<file path="config.mk">
export PLATFORM = sky130hd
export DESIGN_NAME = shift_unit_arbiter_flat
export DESIGN_NICKNAME = d
export VERILOG_FILES = /design/src/rtl/shift_unit_arbiter_if.sv /design/src/rtl/shift_unit_arbiter.sv /design/src/flat_wrapper.sv
export SDC_FILE = /design/constraint.sdc
export NUM_CORES = 1
export LEC_CHECK = 0
export BUFFER_PORTS_ARGS = -buffer_cell sky130_fd_sc_hd__buf_2
export CORE_ASPECT_RATIO = 1.2
export CORE_MARGIN = 1
export CORE_UTILIZATION = 30
export DETAILED_ROUTE_END_ITERATION = 8
export RECOVER_POWER = 50
export SLEW_MARGIN = 25
export SYNTH_ARGS = -nofsm -noshare
export SYNTH_HDL_FRONTEND = slang
export SYNTH_SLANG_ARGS = --single-unit
</file>
<file path="constraint.sdc">
create_clock -name clk -period 2.2 [get_ports clk]
set_input_delay 0.66 -clock clk [delete_from_list [all_inputs] [get_ports clk]]
set_output_delay 0.66 -clock clk [all_outputs]
set_load 0.01 [all_outputs]
</file>
<file path="src/rtl/shift_unit_arbiter_if.sv">
// Request/response bundle for the shared shift engine.
// master: two requesters plus result consumer; slave: the engine.
interface shift_unit_arbiter_if #(
  parameter int WIDTH = 32,
  parameter int SHW   = 5
);
  logic             req0_valid;
  logic             req0_ready;
  logic [2:0]       req0_op;
  logic [WIDTH-1:0] req0_a;
  logic [SHW-1:0]   req0_amt;
  logic             req1_valid;
  logic             req1_ready;
  logic [2:0]       req1_op;
  logic [WIDTH-1:0] req1_a;
  logic [SHW-1:0]   req1_amt;
  logic             rsp_valid;
  logic             rsp_ready;
  logic             rsp_id;
  logic [WIDTH-1:0] rsp_data;
  logic             rsp_err;

  modport master (
    output req0_valid, req0_op, req0_a, req0_amt,
    output req1_valid, req1_op, req1_a, req1_amt,
    output rsp_ready,
    input  req0_ready, req1_ready,
    input  rsp_valid, rsp_id, rsp_data, rsp_err
  );

  modport slave (
    input  req0_valid, req0_op, req0_a, req0_amt,
    input  req1_valid, req1_op, req1_a, req1_amt,
    input  rsp_ready,
    output req0_ready, req1_ready,
    output rsp_valid, rsp_id, rsp_data, rsp_err
  );
endinterface

</file>
<file path="src/rtl/shift_unit_arbiter.sv">
// Round-robin shared iterative shift/rotate engine, one bit per cycle.
// Ports: clk, reset_n (sync, active low), bus (slave: req0/req1/rsp).
module shift_unit_arbiter #(
  parameter int WIDTH = 32,
  parameter int SHW   = 5
) (
  input logic clk,
  input logic reset_n,
  shift_unit_arbiter_if.slave bus
);
  localparam logic [2:0] OP_SHL  = 3'd0;
  localparam logic [2:0] OP_SHR  = 3'd1;
  localparam logic [2:0] OP_SHRA = 3'd2;
  localparam logic [2:0] OP_ROL  = 3'd3;
  localparam logic [2:0] OP_ROR  = 3'd4;

  typedef enum logic [1:0] {
    IDLE = 2'd0,
    BUSY = 2'd1,
    DONE = 2'd2
  } state_t;

  state_t           state_q, state_d;
  logic             last_q, last_d;
  logic [2:0]       op_q, op_d;
  logic [WIDTH-1:0] data_q, data_d;
  logic [SHW-1:0]   cnt_q, cnt_d;
  logic             id_q, id_d;
  logic             err_q, err_d;

  logic             gnt0, gnt1;
  logic [2:0]       op_s;
  logic [WIDTH-1:0] a_s;
  logic [SHW-1:0]   amt_s;
  logic             legal_s;
  logic [WIDTH-1:0] step;

  // On contention the port that did not own the last result wins.
  always_comb begin
    gnt0 = 1'b0;
    gnt1 = 1'b0;
    if (state_q == IDLE) begin
      gnt0 = bus.req0_valid & (~bus.req1_valid | last_q);
      gnt1 = bus.req1_valid & (~bus.req0_valid | ~last_q);
    end
  end

  assign bus.req0_ready = gnt0;
  assign bus.req1_ready = gnt1;

  assign op_s    = gnt1 ? bus.req1_op  : bus.req0_op;
  assign a_s     = gnt1 ? bus.req1_a   : bus.req0_a;
  assign amt_s   = gnt1 ? bus.req1_amt : bus.req0_amt;
  assign legal_s = (op_s <= OP_ROR);

  always_comb begin
    step = data_q;
    case (op_q)
      OP_SHL:  step = {data_q[WIDTH-2:0], 1'b0};
      OP_SHR:  step = {1'b0, data_q[WIDTH-1:1]};
      OP_SHRA: step = {data_q[WIDTH-1], data_q[WIDTH-1:1]};
      OP_ROL:  step = {data_q[WIDTH-2:0], data_q[WIDTH-1]};
      OP_ROR:  step = {data_q[0], data_q[WIDTH-1:1]};
      default: step = data_q;
    endcase
  end

  always_comb begin
    state_d = state_q;
    last_d  = last_q;
    op_d    = op_q;
    data_d  = data_q;
    cnt_d   = cnt_q;
    id_d    = id_q;
    err_d   = err_q;
    unique case (state_q)
      IDLE: begin
        if (gnt0 | gnt1) begin
          op_d   = op_s;
          data_d = a_s;
          cnt_d  = amt_s;
          id_d   = gnt1;
          err_d  = ~legal_s;
          // Illegal ops and zero shifts skip straight to the result.
          if (legal_s && (amt_s != '0)) state_d = BUSY;
          else                          state_d = DONE;
        end
      end
      BUSY: begin
        data_d = step;
        cnt_d  = cnt_q - SHW'(1);
        if (cnt_q == SHW'(1)) state_d = DONE;
      end
      DONE: begin
        if (bus.rsp_ready) begin
          state_d = IDLE;
          last_d  = id_q;
        end
      end
      default: state_d = IDLE;
    endcase
  end

  always_ff @(posedge clk) begin
    if (!reset_n) begin
      state_q <= IDLE;
      last_q  <= 1'b1;
      op_q    <= '0;
      data_q  <= '0;
      cnt_q   <= '0;
      id_q    <= 1'b0;
      err_q   <= 1'b0;
    end else begin
      state_q <= state_d;
      last_q  <= last_d;
      op_q    <= op_d;
      data_q  <= data_d;
      cnt_q   <= cnt_d;
      id_q    <= id_d;
      err_q   <= err_d;
    end
  end

  assign bus.rsp_valid = (state_q == DONE);
  assign bus.rsp_id    = id_q;
  assign bus.rsp_data  = data_q;
  assign bus.rsp_err   = err_q;
endmodule

</file>
<file path="src/flat_wrapper.sv">
// flat-port wrapper written by rule: the top's interface ports become plain ports
module shift_unit_arbiter_flat 
#(
  parameter int WIDTH = 32,
  parameter int SHW   = 5
)
  (clk, reset_n, bus_req0_valid, bus_req0_op, bus_req0_a, bus_req0_amt, bus_req1_valid, bus_req1_op, bus_req1_a, bus_req1_amt, bus_rsp_ready, bus_req0_ready, bus_req1_ready, bus_rsp_valid, bus_rsp_id, bus_rsp_data, bus_rsp_err);
  shift_unit_arbiter_if #(.WIDTH(WIDTH), .SHW(SHW)) bus_i ();
  input logic clk;
  input logic reset_n;
  input wire logic [$bits(bus_i.req0_valid)-1:0] bus_req0_valid;
  input wire logic [$bits(bus_i.req0_op)-1:0] bus_req0_op;
  input wire logic [$bits(bus_i.req0_a)-1:0] bus_req0_a;
  input wire logic [$bits(bus_i.req0_amt)-1:0] bus_req0_amt;
  input wire logic [$bits(bus_i.req1_valid)-1:0] bus_req1_valid;
  input wire logic [$bits(bus_i.req1_op)-1:0] bus_req1_op;
  input wire logic [$bits(bus_i.req1_a)-1:0] bus_req1_a;
  input wire logic [$bits(bus_i.req1_amt)-1:0] bus_req1_amt;
  input wire logic [$bits(bus_i.rsp_ready)-1:0] bus_rsp_ready;
  output wire logic [$bits(bus_i.req0_ready)-1:0] bus_req0_ready;
  output wire logic [$bits(bus_i.req1_ready)-1:0] bus_req1_ready;
  output wire logic [$bits(bus_i.rsp_valid)-1:0] bus_rsp_valid;
  output wire logic [$bits(bus_i.rsp_id)-1:0] bus_rsp_id;
  output wire logic [$bits(bus_i.rsp_data)-1:0] bus_rsp_data;
  output wire logic [$bits(bus_i.rsp_err)-1:0] bus_rsp_err;
  assign bus_i.req0_valid = bus_req0_valid;
  assign bus_i.req0_op = bus_req0_op;
  assign bus_i.req0_a = bus_req0_a;
  assign bus_i.req0_amt = bus_req0_amt;
  assign bus_i.req1_valid = bus_req1_valid;
  assign bus_i.req1_op = bus_req1_op;
  assign bus_i.req1_a = bus_req1_a;
  assign bus_i.req1_amt = bus_req1_amt;
  assign bus_i.rsp_ready = bus_rsp_ready;
  assign bus_req0_ready = bus_i.req0_ready;
  assign bus_req1_ready = bus_i.req1_ready;
  assign bus_rsp_valid = bus_i.rsp_valid;
  assign bus_rsp_id = bus_i.rsp_id;
  assign bus_rsp_data = bus_i.rsp_data;
  assign bus_rsp_err = bus_i.rsp_err;
  shift_unit_arbiter #(.WIDTH(WIDTH), .SHW(SHW)) u_core (.clk(clk), .reset_n(reset_n), .bus(bus_i));
endmodule
</file>
==> key figures <==
Run status
  – Status: finished clean

Power and ir drop
  – Clock share of power: 22.8%
  – Max VDD drop: 0.443 mV
  – Sw Share: 36.6%
  – Tot Pwr: 3.67 mW
  – Static leakage: 1.64 nW
  – Cell-internal power: 2.33 mW
  – Switching power: 1.34 mW
  – Comb pwr share: 45.3%
  – Flop pwr share: 31.9%
  – PD cells: 938 nW/um2

Cells and area
  – Layout Area Growth over Synthesis: 32.7%
  – Final Core Density: 41.1%
  – Number of cells in the finished layout apart from fillers: 578
  – Antenna Cells: 0
  – Layout cells sized above 1: 33.6%
  – Layout Nets: 542
  – Commonest cells after routing, fill and taps aside: buf_2, dfxtp_1, o21ai_0
  – Commonest non-fill, non-tap cell in the layout: buf_2
  – Cell area after layout: 3910 um2

Placed design
  – Port Buffers: 121
  – Placed cells: 571
  – Hpwl dp: 6960 um
  – GP Congestion: 0.918
  – Post-place setup slack: 190 ps
  – Placed cell areas: 3800 um2

Global route
  – Vias in the first global route: 3121
  – First-pass GRT wire length: 15400 um
  – Global route overflow: 0
  – Largest net degree at the start of global routing: 31
  – Initial antenna violation count: 0
  – Global Route Usage Sum: 18.7%

Worst setup path
  – Critical path arrival: 1460 ps
  – Crit-path max cell delay: 230 ps
  – Worst path cell trace: clkbuf_1 > a21boi_4 > nand2_1 > inv_1 > buf_2
  – CP Class: in -> out
  – CP max FO: 6
  – Worst reg2reg endpoint: u_core.bus.rsp_data[21]
  – CP Capture Type: output port
  – Worst Reg-to-Reg Cells: 5
  – Startpoint types: input port
  – Worst reg2reg path startpoint: u_core.op_q[0]
  – CP Data Required Time: 1540 ps
  – CP startpoint: bus_req1_valid
  – Slowest cell on the critical path: a21boi_4
  – CP endpoint: bus_req1_ready
  – Reg2Reg Setup Slack: 220 ps

Timing
  – Final worst-path cycle share: 96.2%
  – RSZ-0062 raised after global routing: false
  – Slew HR: 67.6%
  – Max frequency: 473 MHz
  – Minimum clock period after layout: 2120 ps
  – Tightest Pin Transition: 481 ps
  – WHS: 503 ps
  – Final setup skew: 5.71 ps
  – Final setup violation count: 0
  – Final worst setup slack: 83.8 ps
  – Setup TNS Final: 0 ps
  – Hold Vio Cnt, Final: 0
  – Final Max Tran Viols: 0

Yosys
  – Synth unique cells: 43
  – Yosys warning total: 0
  – Seq cells post-synth: 45
  – Mapped cell area: 2950 um2
  – Sequential fraction of the synthesis area: 30.6%
  – Post-Synthesis Net Count: 426
  – Syn_area_per_cell: 8.70 um2
  – Post-synthesis cell count: 339

Die
  – Die W: 92.5 um
  – Die Y: 111 um
  – Initial Utilization: 31.0%
  – Site Rows: 39
  – Core Area: 9520 um2
  – Die Footprint: 10200 um2
  – Io pins: 122

Hold path
  – Hold WC Path Type: reg -> reg

CTS
  – Clock tree root buffer cell: clkbuf_16
  – Htree depth: 2
  – Post CTS Setup Buffer Count: 0
  – CTS tree: built
  – Clock Path Buffers: 2
  – Clk pin slew, worst setup/hold paths: 60 ps
  – Clock sinks: 45
  – Worst skew pair latency: 280 ps
  – CTS buffer count: 5

Detailed routing
  – Final WL: 9670 um
  – Routed vias: 3158
  – DRC: 0
  – TritonRoute pass-1 iters: 4
  – ANT nets after route: 0
  – Initial DRC Count: 177
  – Via density: 5.46
  – Routed wire per std cell: 16.7 um

Job
  – Max-cap check violation count: 0
[how the worst min path moves through the flow]
stage	from	end	slack (ps)	depth (start not counted)
finish	u_core.bus.rsp_err	u_core.bus.rsp_err	500	2
global route	u_core.bus.rsp_id	u_core.last_q	550	2
CTS	u_core.bus.rsp_err	u_core.bus.rsp_err	510	2
detailed placement	u_core.bus.rsp_err	u_core.bus.rsp_err	500	2
global placement	u_core.bus.rsp_err	u_core.bus.rsp_err	490	2
floorplan	u_core.last_q	u_core.last_q	470	2
[synthesized netlist by cell type]
library cell | number | area [um2]
nand2_1 | 14 | 52.6
a21boi_1 | 1 | 7.51
o32ai_1 | 3 | 26.3
buf_2 | 9 | 45.0
o21ai_0 | 43 | 215
a221o_1 | 30 | 300
inv_1 | 5 | 18.8
a211oi_2 | 1 | 12.5
o21bai_2 | 1 | 11.3
xnor2_1 | 1 | 8.76
o21a_2 | 1 | 8.76
nor3_1 | 4 | 20.0
buf_6 | 3 | 33.8
and3_1 | 2 | 12.5
o21a_1 | 2 | 15.0
a211oi_1 | 3 | 22.5
nand3_1 | 37 | 185
a21bo_2 | 1 | 10.0
a2bb2oi_1 | 1 | 8.76
a21oi_1 | 38 | 190
a311oi_1 | 4 | 35.0
ha_1 | 2 | 25.0
o31a_1 | 2 | 17.5
nor2b_1 | 2 | 12.5
a31o_2 | 3 | 26.3
a32oi_1 | 1 | 8.76
nand3b_1 | 2 | 15.0
clkbuf_1 | 18 | 67.6
mux2_2 | 3 | 33.8
mux2_4 | 29 | 435
a21o_1 | 1 | 7.51
and3_2 | 1 | 7.51
or4_1 | 2 | 15.0
o22ai_1 | 1 | 6.26
xor2_1 | 1 | 8.76
nand2b_1 | 3 | 18.8
a31oi_1 | 1 | 6.26
o211ai_1 | 2 | 15.0
dfxtp_1 | 45 | 901
a32o_1 | 2 | 20.0
and4_1 | 1 | 8.76
or2_2 | 1 | 6.26
nor2_1 | 12 | 45.0
[layer usage]
layer  GRT usage, %  share of wire (%)
met3           3.58                5.2
met1           23.0                 43
met2           32.9                 50
met4           4.69                1.1
met5              0                  0
[worst max-delay path, delay by kind of cell]
family / cells / cell delay (ps)
and+or+nand+nor: 1 / 100
buffers and inverters: 3 / 470
AOI/OAI and AO/OA: 1 / 230
[power by group through the flow]
stage	sequential [mW]	clock [mW]	combinational, mW
6_report	1.17	0.835	1.66
5_1_grt	1.19	0.889	1.80
4_1_cts	1.16	0.851	1.70
3_5_place_dp	1.18	0	1.69
3_3_place_gp	1.17	0	1.67
2_1_floorplan	1.18	0	1.13
[layout make-up]
type | count | area (um2)
inverter | 5 | 18.8
clock buffer | 5 | 125
multi-input combinational | 259 | 1920
fill | 1019 | 5600
clock inverter | 2 | 35.0
sequential | 45 | 901
tap | 123 | 154
timing repair buffer | 139 | 763
[what timing repair did]
item                                    4_1_cts  5_1_grt
endpoints found under the setup margin        0        1
hold buffers                                  0        0
resized for setup                             0        1
[kinds of logic after synthesis]
group,count (synthesis),synth area share [%]
xor gates and xnor gates,2,0.594
muxes,32,15.9
and+or+nand+nor,81,13.5
DFF,45,30.6
buffers and inverters,35,5.60
adders and majority gates,2,0.849
AOI/OAI and AO/OA,142,32.9
[sequential cells by signal, summed over array words and instances, names as in the netlist]
name and count:
u_core.bus.rsp_id 1, u_core.bus.rsp_data 32, u_core.state_q 2, u_core.op_q 3
u_core.cnt_q 5, u_core.bus.rsp_err 1, u_core.last_q 1
No activity file was read; power rests on OpenSTA's default activity.
